[config.mk]
export PLATFORM = sky130hd
export DESIGN_NAME = red_seq_param
export DESIGN_NICKNAME = d
export VERILOG_FILES = /design/src/rtl/red_seq_param.sv
export SDC_FILE = /design/constraint.sdc
export NUM_CORES = 1
export LEC_CHECK = 0
export CAP_MARGIN = 40
export CORE_ASPECT_RATIO = 1.25
export CORE_MARGIN = 1.5
export CORE_UTILIZATION = 40
export CTS_CLUSTER_SIZE = 8
export DETAILED_ROUTE_END_ITERATION = 12
export GPL_ROUTABILITY_DRIVEN = 0
export HOLD_SLACK_MARGIN = 0.12
export PLACE_DENSITY = 0.74
export SETUP_SLACK_MARGIN = 0.4
export SYNTH_ARGS = -nofsm -noshare
export SYNTH_HDL_FRONTEND = slang
export SYNTH_SLANG_ARGS = --single-unit
[constraint.sdc]
create_clock -name clk -period 10 [get_ports clk]
set_input_delay 2 -clock clk [delete_from_list [all_inputs] [get_ports clk]]
set_output_delay 2 -clock clk [all_outputs]
set_load 0.02 [all_outputs]
[src/rtl/red_seq_param.sv]
// Sequential lane reducer: sums every LANE_W-bit lane of two DATA_W operands,
// one lane pair per clock, with a valid/ready handshake on both sides.
module red_seq_param #(
    parameter int DATA_W = 16,
    parameter int LANE_W = 8
) (
    input  logic              clk,
    input  logic              rst,
    input  logic              in_valid,
    output logic              in_ready,
    input  logic [DATA_W-1:0] a_in,
    input  logic [DATA_W-1:0] b_in,
    input  logic              signed_in,
    output logic              out_valid,
    input  logic              out_ready,
    output logic [DATA_W-1:0] sum_out,
    output logic              busy
);

    localparam int NUM_LANES = DATA_W / LANE_W;
    localparam int CNT_W     = (NUM_LANES > 1) ? $clog2(NUM_LANES) : 1;
    localparam logic [CNT_W-1:0] LAST_LANE = CNT_W'(NUM_LANES - 1);

    // The accumulator must hold 2*NUM_LANES lane values without losing carries.
    generate
        if ((DATA_W % LANE_W) != 0 || LANE_W < 2 ||
            (LANE_W + $clog2(2 * NUM_LANES)) > DATA_W) begin : g_bad_params
            $error("red_seq_param: illegal DATA_W/LANE_W combination");
        end
    endgenerate

    typedef enum logic [1:0] {
        IDLE  = 2'd0,
        ACCUM = 2'd1,
        DONE  = 2'd2
    } state_t;

    state_t              state_q, state_d;
    logic [DATA_W-1:0]   a_q, a_d;
    logic [DATA_W-1:0]   b_q, b_d;
    logic                sgn_q, sgn_d;
    logic [DATA_W-1:0]   acc_q, acc_d;
    logic [CNT_W-1:0]    cnt_q, cnt_d;
    logic [DATA_W-1:0]   sum_q, sum_d;

    logic [LANE_W-1:0]   lane_a;
    logic [LANE_W-1:0]   lane_b;
    logic [DATA_W-1:0]   acc_next;
    logic                accept;

    function automatic logic [DATA_W-1:0] ext_lane(input logic [LANE_W-1:0] v,
                                                   input logic            sgn);
        ext_lane = {{(DATA_W - LANE_W){sgn & v[LANE_W-1]}}, v};
    endfunction

    always_comb begin
        lane_a = '0;
        lane_b = '0;
        for (int i = 0; i < NUM_LANES; i++) begin
            if (cnt_q == CNT_W'(i)) begin
                lane_a = a_q[i*LANE_W +: LANE_W];
                lane_b = b_q[i*LANE_W +: LANE_W];
            end
        end
    end

    assign acc_next = acc_q + ext_lane(lane_a, sgn_q) + ext_lane(lane_b, sgn_q);

    assign in_ready  = !rst && ((state_q == IDLE) || ((state_q == DONE) && out_ready));
    assign accept    = in_valid && in_ready;
    assign out_valid = (state_q == DONE);
    assign busy      = (state_q == ACCUM);
    assign sum_out   = sum_q;

    always_comb begin
        state_d = state_q;
        a_d     = a_q;
        b_d     = b_q;
        sgn_d   = sgn_q;
        acc_d   = acc_q;
        cnt_d   = cnt_q;
        sum_d   = sum_q;

        unique case (state_q)
            IDLE: begin
                if (accept) begin
                    a_d     = a_in;
                    b_d     = b_in;
                    sgn_d   = signed_in;
                    acc_d   = '0;
                    cnt_d   = '0;
                    state_d = ACCUM;
                end
            end
            ACCUM: begin
                acc_d = acc_next;
                cnt_d = cnt_q + CNT_W'(1);
                if (cnt_q == LAST_LANE) begin
                    sum_d   = acc_next;
                    state_d = DONE;
                end
            end
            DONE: begin
                // Consuming the result and accepting the next pair share one edge.
                if (out_ready) begin
                    if (accept) begin
                        a_d     = a_in;
                        b_d     = b_in;
                        sgn_d   = signed_in;
                        acc_d   = '0;
                        cnt_d   = '0;
                        state_d = ACCUM;
                    end else begin
                        state_d = IDLE;
                    end
                end
            end
            default: state_d = IDLE;
        endcase
    end

    always_ff @(posedge clk) begin
        if (rst) begin
            state_q <= IDLE;
            acc_q   <= '0;
            cnt_q   <= '0;
            sum_q   <= '0;
        end else begin
            state_q <= state_d;
            acc_q   <= acc_d;
            cnt_q   <= cnt_d;
            sum_q   <= sum_d;
        end
    end

    // Operand latches carry no reset; they are only read after an accept.
    always_ff @(posedge clk) begin
        a_q   <= a_d;
        b_q   <= b_d;
        sgn_q <= sgn_d;
    end

endmodule
==> metrics.md <==
| Metric | Value |
|---|---|
| Switching Power | about 220 uW |
| Synth Area in Compound Gates | between 10% and 20% |
| Adder-Cell Fraction of Synth Area | roughly 12% |
| Hold Vio Cnt, Final | 0 |
| CTS sink cnt | roughly 70 |
| Max Clock Skew | about 0.011 ns |
| Top_reg_cell synth | dfxtp_1 |
| Largest family of logic cells by synthesized area | compound AO/OA/AOI/OAI gates |
| H-tree depth | 3 |
| WP buf/inv | 3 |
| Worst Hold End | sum_out[1] |
| # hold bufs at CTS | 0 |
| Synthesized flop and latch total | between 60 and 70 |
| Worst hold path type | reg -> reg |
| Routed Antenna Nets | 0 |
| Placed cells | between 400 and 500 |
| Synth area leader | edfxtp_1 |
| Ant. Diodes | 0 |
| Critical path's top delay family | buffers and inverters |
| Setup Fix Bufs, Post-CTS | 0 |
| Crit path top cell by count | clkdlybuf4s50_1 |
| WL/cell | about 15 um |
| Setup slack at placement | roughly 4.3 ns |
| Reg clk slew, reported paths | 0.07 ns |
| Total Wirelength | around 7500 um |
| Mapped cell area | between 3000 and 4000 um^2 |
| Slew headroom | 46.3% |
| Critical Path RT | roughly 8 ns |
| Final setup viols | 0 |
| Sw frac | a little under a third |
| Crit path capture type | primary output |
| Clock power share | between 20 and 30% |
| Worst setup SP type | input port |
| Synth warnings | 0 |
| Least-Margin Pin Slew | 0.805 ns |
| Placed cell area | 4290 um^2 |
| Tcrit/Tclk final | 56.5% |
| Die Area | 9590 um^2 |
| Grt ovf | 0 |
| Worst Path Arrival | roughly 3.7 ns |
| Initial antenna violation count | 0 |
| Yosys cell types | 48 |
| Critical path type | in -> out |
| Post-route cell area | 4480 um^2 |
| Simple-gate share of the synthesized area | a little over an eighth |
| DRC viols | 0 |
| Post-synthesis sequential area ratio | a little under half |
| Final Critical Period | between 5 and 6 ns |
| PortBufs | 55 |
| Worst-path cell chain | clkdlybuf4s50_1, buf_4, a211oi_1, clkdlybuf4s50_1 |
| Combinational share of power | a little over a quarter |
| Crit Reg-Reg Startpoint | cnt_q |
| Total leakage power | 0.00171 uW |
| Internal power | between 500 and 600 uW |
| Clk_lat worst skew | about 0.36 ns |
| Ys async rst share | 0% |
| Cts repair resizes | 0 |
| Mux share of post-synthesis cell area | under 10% |
| Final net count | around 460 |
| Num CTS Buffers | 9 |
| CTS tree | built |
| Worst Hold Launch | sum_out[1] |
| Hpwl dp | roughly 5500 um |
| Xor/xnor share of the synthesized area | around 4.4% |
| Vias per inst | approximately 5.2 |
| Status | completed |
| Non-filler cells, final | between 500 and 600 |
| Core ar. | around 8700 um^2 |
| Max Slew Vio Count | 0 |
| Max VDD drop | roughly 0.000093 V |
| Largest cells by area after synthesis | edfxtp_1 (28%), dfxtp_1 (19%), ha_1 (7.3%) |
| Root buf cell | clkbuf_8 |
| Depth of the most critical reg-to-reg path | 12 |
| Via count | 2682 |
| Floorplan die width | 87.9 um |
| Syn nets | between 400 and 500 |
| # rows | 38 |
| Clk buf depth | 2 |
| Hold path depth | 2 |
| Synth Area per Inst | about 11 um^2 |
| R2R Setup Slk | approximately 6.4 ns |
| Share of the synthesized area in the top cell type | between 20% and 30% |
| Post-synth EDFFs | 33 |
| Commonest cells post-synth | dfxtp_1 (35), edfxtp_1 (33), nand2_1 (30) |
| Pin count of the biggest net entering global routing | a little over 40 |
| Post-Synthesis Cells | ~340 |
| Vias in the first global route | ~2800 |
| Area Growth Syn to Fin | 24.3% |
| Gr usage total | between 10% and 20% |
| RSZ-0062 raised after global routing | no |
| Pre-Repair DR Iteration Count | 4 |
| CP max FO | 40 |
| Most frequent cell after synthesis | dfxtp_1 |
| Final worst slack | approximately 4.4 ns |
| Flop pwr share | a little over two fifths |
| Share of cells above drive strength 1 | ~9.6% |
| CP max-delay cell | clkdlybuf4s50_1 |
| Global-route wire length before repair | 12700 um |
| Fmax | between 150 and 200 MHz |
| Initial Util | between 40% and 50% |
| Power Density | approximately 160 nW/um^2 |
| Die height | around 110 um |
| Setup TNS | 0 ns |
| Worst hold slack | around 0.46 ns |
| Max-Cap Viols | 0 |
| Number of I/O pins | 56 |
| Critical R2R Capture | acc_q[14] |
| First DRT Iteration DRCs | between 100 and 150 |
| Crit-path max cell delay | about 0.66 ns |
==> power by group through the flow <==
stage	combinational [uW]	sequential, uW	clock (uW)
6_report	199	315	215
4_1_cts	200	315	221
3_3_place_gp	189	322	0
3_5_place_dp	199	321	0
2_1_floorplan	143	320	0
5_1_grt	222	316	230
==> worst max path at each step <==
stage / from / end / depth (start not counted)
final: rst / in_ready / 4
after global routing: rst / in_ready / 4
after CTS: rst / in_ready / 4
after detailed placement: rst / in_ready / 4
after global placement: rst / in_ready / 4
after floorplan: rst / in_ready / 2
==> registers in the layout (all words and copies together) (netlist names) <==
| name | cells |
|---|---|
| b_q | 16 |
| a_q | 16 |
| acc_q | 16 |
| sum_out | 16 |
| sgn_q | 1 |
| cnt_q | 1 |
| state_q | 2 |
==> final cells by class <==
type	instances	area [um^2]
inverter	11	41.3
fill	754	4220
clock inverter	4	21.3
clock buffer	12	165
multi-input combinational	242	1810
tap	120	150
timing repair buffer	58	601
sequential	68	1690
==> cells in the final DEF, fill, tap and decap left out, drive strengths merged, types with 11 or more instances in the layout <==
| cell type | n |
|---|---|
| ha | 21 |
| dfxtp | 35 |
| o21ai | 20 |
| inv | 11 |
| clkbuf | 12 |
| mux2 | 13 |
| edfxtp | 33 |
| clkdlybuf4s50 | 55 |
| xnor2 | 14 |
| nand2 | 30 |
| a21oi | 23 |
| nor2 | 23 |
==> logic make-up (layout without fill, tap and decap cells) <==
kind of cell	Yosys count	count (layout)
mux	19	19
buf+inv	26	85
fa+ha+maj	30	30
flops	68	68
simple gates	95	95
compound gates	80	80
xor+xnor	18	18
==> worst min-delay path: stages, from the launching register on <==
cell,delay (ns)
dfxtp_1,0.31
nand2_1,0.05
a21oi_1,0.05
==> metrics by stage <==
stage | total power [uW] | utilization [%]
after floorplan | 463 | -
after global routing | 768 | 51.5
after detailed placement | 520 | 49.3
after CTS | 735 | 51.5
final | 729 | 51.5
after global placement | 512 | 48.8
==> per-layer routing <==
metal	track usage, %	vias to the layer above	wire (um)
met4	9.52	0	197
met1	18.9	1273	3020
li1	-	1323	-
met5	0	-	0
met3	4.24	19	300
met2	31.2	67	3960
Note: power is estimated with default switching activity, not from simulation.
